**config.mk**
```make
export PLATFORM = sky130hd
export DESIGN_NAME = array_bubble_sort
export DESIGN_NICKNAME = d
export VERILOG_FILES = /design/src/rtl/array_bubble_sort_pkg.sv /design/src/rtl/array_bubble_sort_regfile.sv /design/src/rtl/array_bubble_sort.sv
export SDC_FILE = /design/constraint.sdc
export NUM_CORES = 2
export LEC_CHECK = 0
export BUFFER_PORTS_ARGS = -buffer_cell sky130_fd_sc_hd__buf_2
export CAP_MARGIN = 15
export CORE_MARGIN = 2
export CORE_UTILIZATION = 25
export CTS_BUF_LIST = sky130_fd_sc_hd__clkbuf_4 sky130_fd_sc_hd__clkbuf_8
export DETAILED_ROUTE_END_ITERATION = 6
export PLACE_DENSITY = 0.43
export SYNTH_ARGS = -nofsm -noshare
export SYNTH_HDL_FRONTEND = slang
export SYNTH_SLANG_ARGS = --single-unit
```
**constraint.sdc**
```tcl
create_clock -name clock -period 5.99 [get_ports clock]
set_input_delay 1.198 -clock clock [delete_from_list [all_inputs] [get_ports clock]]
set_output_delay 1.198 -clock clock [all_outputs]
set_load 0.1 [all_outputs]
```
**src/rtl/array_bubble_sort_pkg.sv**
```systemverilog
// array_bubble_sort_pkg
// Shared definitions for the in-place bubble-sort engine:
//   - default data width and swap-counter width
//   - register-file address width / depth (32 entries, 5-bit wrapping index)
//   - FSM state encoding, also exported on the engine's debug state output
package array_bubble_sort_pkg;

  localparam int WIDTH_DEF = 32;
  localparam int CNT_W_DEF = 9;   // 465 swaps for a reversed 31-element array
  localparam int ADDR_W    = 5;
  localparam int DEPTH     = 1 << ADDR_W;

  typedef enum logic [2:0] {
    IDLE     = 3'd0,
    INIT     = 3'd1,
    COMPARE  = 3'd2,
    SWAP_LO  = 3'd3,
    SWAP_HI  = 3'd4,
    PASS_END = 3'd5,
    DONE     = 3'd6
  } state_t;

endpackage

```
**src/rtl/array_bubble_sort_regfile.sv**
```systemverilog
// sort_regfile
// 32 x WIDTH storage for the sort engine. Contents are deliberately not reset.
// Ports:
//   clock                 rising-edge clock
//   busy                  selects the write source: engine when 1, external port when 0
//   eng_we/addr/wdata     engine write port
//   ext_we/addr/wdata     external write port
//   rd_addr_a/rd_data_a   engine read port (lower element of the pair)
//   rd_addr_b/rd_data_b   engine read port (upper element of the pair)
//   ext_addr/ext_rdata    external asynchronous read port
// Reads are asynchronous, so a read of an address written on the same edge
// returns the value held before that edge.
module sort_regfile
  import array_bubble_sort_pkg::*;
#(
  parameter int WIDTH = WIDTH_DEF
) (
  input  logic              clock,
  input  logic              busy,
  input  logic              eng_we,
  input  logic [ADDR_W-1:0] eng_addr,
  input  logic [WIDTH-1:0]  eng_wdata,
  input  logic              ext_we,
  input  logic [ADDR_W-1:0] ext_addr,
  input  logic [WIDTH-1:0]  ext_wdata,
  input  logic [ADDR_W-1:0] rd_addr_a,
  output logic [WIDTH-1:0]  rd_data_a,
  input  logic [ADDR_W-1:0] rd_addr_b,
  output logic [WIDTH-1:0]  rd_data_b,
  output logic [WIDTH-1:0]  ext_rdata
);

  logic [WIDTH-1:0]  mem [DEPTH];
  logic              we;
  logic [ADDR_W-1:0] waddr;
  logic [WIDTH-1:0]  wdata;

  // While a sort runs the engine owns the single write port; the external
  // port is locked out entirely.
  always_comb begin
    we    = ext_we;
    waddr = ext_addr;
    wdata = ext_wdata;
    if (busy) begin
      we    = eng_we;
      waddr = eng_addr;
      wdata = eng_wdata;
    end
  end

  always_ff @(posedge clock) begin
    if (we) begin
      mem[waddr] <= wdata;
    end
  end

  assign rd_data_a = mem[rd_addr_a];
  assign rd_data_b = mem[rd_addr_b];
  assign ext_rdata = mem[ext_addr];

endmodule

```
**src/rtl/array_bubble_sort.sv**
```systemverilog
// array_bubble_sort
// In-place bubble sort of `length` consecutive words of an internal 32-entry
// register file, starting at index `array`, into unsigned ascending order.
// Ports:
//   clock, reset          rising-edge clock, asynchronous active-high reset
//   go                    start request, accepted only in IDLE or DONE
//   array, length         base index / element count, captured on accepted go
//   ext_we/addr/wdata     external write port (ignored while busy)
//   ext_rdata             combinational read of r[ext_addr]
//   busy                  sort in progress (INIT .. PASS_END)
//   done                  last sort finished; held until next accepted go
//   swap_count            swaps performed by the current/last sort
//   dbg_state             current FSM state
// Start/finish handshake: go is a level request that is accepted on any edge
// where the engine is in IDLE or DONE; from the next cycle busy is high and
// done low, and done rises (with busy falling) in the cycle the result is
// complete. go while busy is dropped, not queued.
// Indices wrap modulo 32, so a run may straddle r31 -> r0.
module array_bubble_sort
  import array_bubble_sort_pkg::*;
#(
  parameter int WIDTH = WIDTH_DEF,
  parameter int CNT_W = CNT_W_DEF
) (
  input  logic              clock,
  input  logic              reset,
  input  logic              go,
  input  logic [ADDR_W-1:0] array,
  input  logic [ADDR_W-1:0] length,
  input  logic              ext_we,
  input  logic [ADDR_W-1:0] ext_addr,
  input  logic [WIDTH-1:0]  ext_wdata,
  output logic [WIDTH-1:0]  ext_rdata,
  output logic              busy,
  output logic              done,
  output logic [CNT_W-1:0]  swap_count,
  output state_t            dbg_state
);

  state_t            state, state_next;
  logic [ADDR_W-1:0] base, len, last, k;
  logic [WIDTH-1:0]  a_q, b_q;
  logic              swapped;
  logic [CNT_W-1:0]  swap_q;

  logic [ADDR_W-1:0] addr_lo, addr_hi;
  logic [WIDTH-1:0]  rd_a, rd_b;
  logic              at_last;
  logic              need_swap;
  logic              eng_we;
  logic [ADDR_W-1:0] eng_addr;
  logic [WIDTH-1:0]  eng_wdata;

  // 5-bit adds wrap naturally, giving the modulo-32 addressing.
  assign addr_lo   = base + k;
  assign addr_hi   = addr_lo + ADDR_W'(1);
  assign at_last   = (k + ADDR_W'(1)) == last;
  // Strictly greater: equal neighbours stay put, keeping the sort stable.
  assign need_swap = rd_a > rd_b;

  sort_regfile #(.WIDTH(WIDTH)) u_regfile (
    .clock     (clock),
    .busy      (busy),
    .eng_we    (eng_we),
    .eng_addr  (eng_addr),
    .eng_wdata (eng_wdata),
    .ext_we    (ext_we),
    .ext_addr  (ext_addr),
    .ext_wdata (ext_wdata),
    .rd_addr_a (addr_lo),
    .rd_data_a (rd_a),
    .rd_addr_b (addr_hi),
    .rd_data_b (rd_b),
    .ext_rdata (ext_rdata)
  );

  // State register.
  always_ff @(posedge clock or posedge reset) begin
    if (reset) begin
      state <= IDLE;
    end else begin
      state <= state_next;
    end
  end

  // Next state and engine write port.
  always_comb begin
    state_next = state;
    eng_we     = 1'b0;
    eng_addr   = addr_lo;
    eng_wdata  = b_q;
    case (state)
      IDLE, DONE: begin
        if (go) state_next = INIT;
      end
      INIT: begin
        state_next = (len < ADDR_W'(2)) ? DONE : COMPARE;
      end
      COMPARE: begin
        if (need_swap)    state_next = SWAP_LO;
        else if (at_last) state_next = PASS_END;
      end
      SWAP_LO: begin
        eng_we     = 1'b1;
        state_next = SWAP_HI;
      end
      SWAP_HI: begin
        // The latched copy of a is used because r[base+k] now holds b.
        eng_we     = 1'b1;
        eng_addr   = addr_hi;
        eng_wdata  = a_q;
        state_next = at_last ? PASS_END : COMPARE;
      end
      PASS_END: begin
        // A clean pass, or a pass that only covered one pair, ends the sort.
        state_next = (!swapped || last == ADDR_W'(1)) ? DONE : COMPARE;
      end
      default: state_next = IDLE;
    endcase
  end

  // Datapath: captured operands, pass bounds, pair index and swap counter.
  always_ff @(posedge clock or posedge reset) begin
    if (reset) begin
      base    <= '0;
      len     <= '0;
      last    <= '0;
      k       <= '0;
      a_q     <= '0;
      b_q     <= '0;
      swapped <= 1'b0;
      swap_q  <= '0;
    end else begin
      case (state)
        IDLE, DONE: begin
          if (go) begin
            base   <= array;
            len    <= length;
            swap_q <= '0;
          end
        end
        INIT: begin
          last    <= len - ADDR_W'(1);
          k       <= '0;
          swapped <= 1'b0;
        end
        COMPARE: begin
          if (need_swap) begin
            a_q <= rd_a;
            b_q <= rd_b;
          end else if (!at_last) begin
            k <= k + ADDR_W'(1);
          end
        end
        SWAP_HI: begin
          swap_q  <= swap_q + CNT_W'(1);
          swapped <= 1'b1;
          if (!at_last) k <= k + ADDR_W'(1);
        end
        PASS_END: begin
          // Harmless when the sort is finishing; only used on another pass.
          last    <= last - ADDR_W'(1);
          k       <= '0;
          swapped <= 1'b0;
        end
        default: ;
      endcase
    end
  end

  assign busy       = (state != IDLE) && (state != DONE);
  assign done       = (state == DONE);
  assign swap_count = swap_q;
  assign dbg_state  = state;

endmodule

```
# After elaboration in Yosys (flattened, before gate mapping)
# Memory sizes are Yosys's and may differ from the RTL's.
# Index checks and enable logic that the tools add are counted.
# Widths: inputs -> output; s select.
[word_totals]
register_bits = 97
ram_bits = 1024
inputBits = 51
output_inout_bits = 46
word_cells = 69
memories = 1
[op_classes]
n_addsub = 6
order_cmp = 2
n_eq_ne = 12
mux = 22
n_reduce_logical = 17
[memory_table]
columns = ["name", "depth", "width", "rd", "rd_clocked_by_memory_dff", "wr", "line", "text"]
rows = [
  ["u_regfile.mem", 32, 32, 3, 0, 1, "array_bubble_sort_regfile.sv:33", "logic [WIDTH-1:0] mem [DEPTH];"],
]
[ops]
columns = ["cell", "count"]
rows = [
  ["$mux 32", 2],
  ["$gt 32x32->1", 1],
  ["$mux 5", 4],
  ["$mux 3", 6],
  ["$pmux 3 s6", 1],
  ["$pmux 9 s2", 1],
  ["$pmux 5 s3", 1],
  ["$add 5x1->5 const B", 2],
  ["$pmux 5 s2", 1],
  ["$reduce_and 2->1", 5],
  ["$sub 5x1->5 const B", 2],
  ["$add 9x1->9 const B", 1],
  ["$eq 3x3->1 const B", 3],
  ["$mux 9", 1],
  ["$eq 3x2->1 const B", 2],
  ["$ne 3x3->1 const B", 2],
  ["$reduce_bool 2->1", 3],
  ["$reduce_bool 3->1", 2],
  ["$reduce_or 2->1", 3],
  ["$add 5x5->5", 1],
  ["$eq 5x1->1 const B", 1],
  ["$eq 5x5->1", 1],
  ["$lt 5x2->1 const B", 1],
  ["$mux 1", 4],
  ["other kinds (7)", 8],
]

# Depth between registers and ports, before layout
[logic_depth]
word_depth = 6
depth_mapped = 24

# Modules after synthesis
# From an unflattened synthesis, not the netlist that was laid out.
[hier_totals]
hier_cells = 5195
hier_area_um2 = 63676.1
[modules_own_cells]
columns = ["mod", "n_inst", "cells_each", "area_per_inst_um2", "seq_area_each_um2"]
rows = [
  ["sort_regfile", 1, 4598, 57929.3, 30749.5],
  ["array_bubble_sort", 1, 597, 5746.8, 2427.3],
]

# Least setup slack after synthesis
# No wires, ideal clock.
[synth_path]
kind = "register to register"
start = "register k[0]"
end = "register a_q[11]"
arrival_time_ns = 5.541
setup_slack_ns = 0.324
path_stages_with_launch = 23
path_buffers = 8
period_less_slack_ns = 5.666
path_cell_list = "dfrtp_1 > ha_1 > fa_1 > ha_1 > buf_2 > buf_2 > buf_2 > nand2_1 > buf_2 > buf_1 > clkbuf_1 > o221ai_1 > o221ai_1 > o31ai_1 > ha_1 > nand4_1 > nor4_1 > and2_1 > a2111oi_0 > a21oi_1 > clkbuf_1 > buf_1 > mux2_2"
[synth_between]
elab_chain_len = 5
[synth_lines]
columns = ["item", "line", "text"]
rows = [
  ["start: declaration", "array_bubble_sort.sv:41", "logic [ADDR_W-1:0] base, len, last, k;"],
  ["start signal: assignment", "array_bubble_sort.sv:152", "k <= k + ADDR_W'(1);"],
  ["start signal: assignment", "array_bubble_sort.sv:158", "if (!at_last) k <= k + ADDR_W'(1);"],
  ["$add 5x5->5 (*)", "array_bubble_sort.sv:55", "assign addr_lo = base + k;"],
  ["$add 5x1->5", "array_bubble_sort.sv:56", "assign addr_hi = addr_lo + ADDR_W'(1);"],
  ["$mem_v2 32x32 (*)", "--", ""],
  ["$gt 32x32->1", "array_bubble_sort.sv:59", "assign need_swap = rd_a > rd_b;"],
  ["$reduce_and 2->1 (no source line)", "--", ""],
  ["end signal: assignment", "array_bubble_sort.sv:149", "a_q <= rd_a;"],
  ["end: declaration", "array_bubble_sort.sv:42", "logic [WIDTH-1:0] a_q, b_q;"],
]
# Every way passes the cells marked *; elsewhere a longest branch is shown, timed or not.
# A chain may end at the register's enable or synchronous reset.

# Worst setup path in the final report
[layout_path]
start = "register k[0]"
end = "register a_q[5]"
# The elaborated chain is that of the path after synthesis.

==> impl_metrics.csv <==
group,metric,value,unit
timing,fin_skew,0.0963,ns
cts,cts_buffers,210,
worst_setup_path,endpoint_kind,"register",
drt,firstDrtPassIters,6,
cts,cts_sinks,1121,
cts,hold_buffers,0,
cts,clock_path_buffers,3,
timing,finalMaxSlewViolations,0,
drt,topRoutingLayerUsed,"met5",
worst_setup_path,slowest_stage,"fa_4",
place,dp_slack,-0.861,ns
global_routing,grt_pass1_wl,444,mm
floorplan,die_h,513,um
run_status,status,"finished with violations",
synth,ys_types,87,
synth,yosysWarnings,0,
synth,ys_async_sr_fraction,8.65,%
drt,routed-wl-met2,140,mm
floorplan,die_w,513,um
worst_setup_path,rr_worst_depth,22,
cells_and_area,final_area,81300,sq um
synth,yosysSeqAreaShare,51.2,%
worst_setup_path,worstPathCellList,"ha_4, fa_4, ha_4, buf_12, and2_4, buf_4, a221oi_1, o22ai_1, o311ai_1, o31a_1, ha_1, nand4_1, buf_4, nor4_4, buf_4, and2_4, a2111oi_4, a21oi_4, buf_8, buf_12, buf_16, mux2_2",
synth,synth_area_per_cell,13.4,sq um
global_routing,grt.total_usage,24.1,%
drt,drc,0,
cells_and_area,fin_nets,5483,
timing,finalSetupTns,-2.69,ns
drt,detail_route.iter0.violations,8532,
cts,h-tree-depth,4,
floorplan,core-area,257000,sq um
timing,final_hold_viol_count,0,
timing,fin_ws,-0.120,ns
timing,period_minus_slack,6.11,ns
worst_setup_path,path_class,"register to register",
worst_setup_path,rr_endpoint,"a_q[5]$_DFFE_PP0P_",
cells_and_area,n_fill_cell,25400,
synth,synth_edf_count,1024,
cts,cts-root-buf,"clkbuf_8",
drt,vias,54500,
worst_setup_path,critPathMaxStageDelay,0.82,ns
timing,setup_violations,51,
worst_setup_path,crit_arrival,7.00,ns
cts,cts_tree,"built",
timing,fin_hold_ws,0.293,ns
cts,cts.clk_slew.worst_paths,0.06,ns
run_status,violations,"negative setup slack",
worst_setup_path,ff2ff_setup_slack,-0.12,ns
drt,met3_length,36.5,mm
cells_and_area,area.growth.synth_to_final,25.5,%
worst_setup_path,crit_path_max_fanout,15,
timing,fin_crit_sh,102,%
drt,antenna_left,0,
drt,m1WireLength,133,mm
job,timing.max_cap.violations,0,
worst_setup_path,rr_startpoint,"k[0]$_DFFE_PP0P_",
worst_setup_path,crit_path_start_kind,"register",
global_routing,grt_pass1_vias,52100,
place,place_congestion,0.912,
drt,viasPerCell,6.08,
drt,wire_per_inst,36.5,um
timing,rsz0062_at_grt,"true",
place,dpl.hpwl,211,mm
synth,syn_inst,4849,
worst_setup_path,required,6.88,ns
min_path,hp-class,"primary input to asynchronous set/reset pin",
worst_setup_path,crit_top_cell,"buf_4",
floorplan,start_util,25.2,%
floorplan,dieArea,263000,sq um
floorplan,rows,186,
drt,wl,327,mm
synth,synth-main-ff-cell,"edfxtp_1",
global_routing,antenna_found_initial,19,
cts,clock_latency,1.03,ns
synth,synth_area,64800,sq um
timing,relSlewSlack,21.2,%
cells_and_area,drive_above_1_share,37.3,%
synth,syn_nets,4943,
global_routing,grt.overflow.total,0,
place,place_area,74600,sq um
floorplan,pin_count,97,
place,io_buffers,96,
global_routing,grt_max_degree,73,
timing,worst_pin_slew,1.18,ns
timing,fmax,164,MHz
synth,yosys_register_bits,1121,
worst max-delay path by stage:
stage	from	to	slack, ns
floorplan	k[0]$_DFFE_PP0P_	a_q[11]$_DFFE_PP0P_	0.32
global placement	k[0]$_DFFE_PP0P_	a_q[11]$_DFFE_PP0P_	-0.88
detailed placement	base[0]$_DFFE_PP0P_	a_q[6]$_DFFE_PP0P_	-0.86
CTS	k[0]$_DFFE_PP0P_	a_q[22]$_DFFE_PP0P_	-0.12
global route	k[0]$_DFFE_PP0P_	a_q[4]$_DFFE_PP0P_	-0.17
finish	k[0]$_DFFE_PP0P_	a_q[5]$_DFFE_PP0P_	-0.12
registers in the layout (all words and copies together), names as in the netlist:
register       cells
swapped            1
base               5
last               5
a_q               32
dbg_state          3
b_q               32
k                  5
len                5
u_regfile.mem   1024
swap_count         9
metrics by stage:
step	utilization, %	instances
floorplan	-	4849
global placement	29.0	8475
detailed placement	29.0	8475
CTS	31.2	8918
global route	31.6	8951
finish	31.6	8955
cells in the final DEF (no fill, tap or decap), types with 23 or more instances in the layout:
cell | Yosys | layout
mux4_2 | 589 | 589
a31oi_1 | 106 | 73
nor2_4 | 0 | 35
buf_2 | 121 | 91
a211oi_1 | 51 | 46
o211ai_1 | 33 | 33
o21ai_1 | 34 | 27
o22ai_1 | 182 | 182
a31o_1 | 24 | 24
clkinv_2 | 0 | 31
edfxtp_1 | 1024 | 1024
nand3_1 | 159 | 158
o31ai_1 | 43 | 30
o221ai_1 | 63 | 57
nor2_1 | 187 | 148
or3_1 | 42 | 41
mux2_4 | 0 | 25
nand2_1 | 632 | 603
mux2_2 | 116 | 91
clkinv_1 | 1 | 49
clkbuf_8 | 0 | 220
buf_12 | 0 | 154
nor3b_1 | 39 | 36
o21ai_0 | 55 | 51
mux2i_1 | 81 | 80
dfrtp_1 | 97 | 97
nor4_1 | 51 | 37
ha_1 | 42 | 31
a311oi_1 | 33 | 33
buf_4 | 10 | 498
a31oi_2 | 0 | 25
buf_6 | 3 | 26
a21oi_1 | 67 | 63
nor3_1 | 244 | 243
clkbuf_4 | 0 | 57
o2111ai_1 | 27 | 23
cell usage after synthesis, types with 10 or more instances:
| library cell | count | area (sq um) |
|---|---|---|
| buf_1 | 74 | 278 |
| ha_1 | 42 | 526 |
| o221ai_1 | 63 | 552 |
| xnor2_1 | 10 | 87.6 |
| a22oi_1 | 20 | 150 |
| a2111oi_0 | 14 | 123 |
| a31oi_1 | 106 | 663 |
| nand3_1 | 159 | 796 |
| o31ai_1 | 43 | 323 |
| a221oi_1 | 20 | 175 |
| mux2i_1 | 81 | 811 |
| or4_1 | 22 | 165 |
| nor2_1 | 187 | 702 |
| nor2b_1 | 18 | 113 |
| a21oi_1 | 67 | 335 |
| o22ai_1 | 182 | 1140 |
| dfrtp_1 | 97 | 2430 |
| inv_1 | 13 | 48.8 |
| a211oi_1 | 51 | 383 |
| mux4_2 | 589 | 13300 |
| a32oi_1 | 11 | 96.3 |
| o32ai_1 | 11 | 96.3 |
| nor3_1 | 244 | 1220 |
| o2111ai_1 | 27 | 236 |
| nand2_1 | 632 | 2370 |
| mux2_2 | 116 | 1310 |
| a31o_1 | 24 | 210 |
| nand4_1 | 22 | 138 |
| nor3b_1 | 39 | 293 |
| a2bb2oi_1 | 11 | 96.3 |
| or3_1 | 42 | 263 |
| o21ai_0 | 55 | 275 |
| buf_4 | 10 | 75.1 |
| clkbuf_1 | 259 | 972 |
| o211ai_1 | 33 | 248 |
| o21ai_1 | 34 | 170 |
| buf_2 | 121 | 606 |
| nor4_1 | 51 | 319 |
| a311oi_1 | 33 | 289 |
| o22a_1 | 21 | 184 |
| and3_1 | 19 | 119 |
| edfxtp_1 | 1024 | 30700 |
final cells by class:
cell class / instances / area [sq um] / share of cell area [%]
Antenna cell: 6 / 15.0 / 0.0185
Clock buffer: 277 / 3460 / 4.25
Clock inverter: 111 / 968 / 1.19
Inverter: 15 / 63.8 / 0.0785
Multi-Input combinational cell: 3247 / 31300 / 38.5
Sequential cell: 1121 / 33200 / 40.8
Tap cell: 3384 / 4230 / 5.21
Timing Repair Buffer: 794 / 8090 / 9.95
cell families after synthesis:
| logic type | synth area share, % |
|---|---|
| simple gates | 10.6 |
| compound gates | 10.1 |
| xor+xnor | 0.350 |
| buf+inv | 3.12 |
| flops | 51.2 |
| fa+ha+maj | 0.842 |
| mux | 23.8 |
what timing repair did:
action,in CTS,in global routing
pin swaps,19,39
setup endpoints to repair,72,72
setup buffers,49,32
endpoints found under the hold margin,0,0
cloned,8,5
resized for setup,106,149
critical path, delay by kind of cell (launching register included):
| kind | cells | cell delay [ns] |
|---|---|---|
| adder cells (fa/ha/maj) | 4 | 1.50 |
| buffers and inverters | 7 | 1.24 |
| AO/OA/AOI/OAI | 6 | 1.46 |
| AND/OR/NAND/NOR | 4 | 1.00 |
| flip-flops | 1 | 0.40 |
| multiplexers | 1 | 0.33 |
layer usage:
metal / GRT usage (%) / vias to the layer above
li1: - / 21100
met1: 32.8 / 28300
met2: 35.4 / 4135
met3: 6.49 / 847
met4: 11.3 / 6
met5: 0 / -
Power is not shown: default switching activity piles up to over one toggle a cycle in this logic, so the estimate is an artifact.
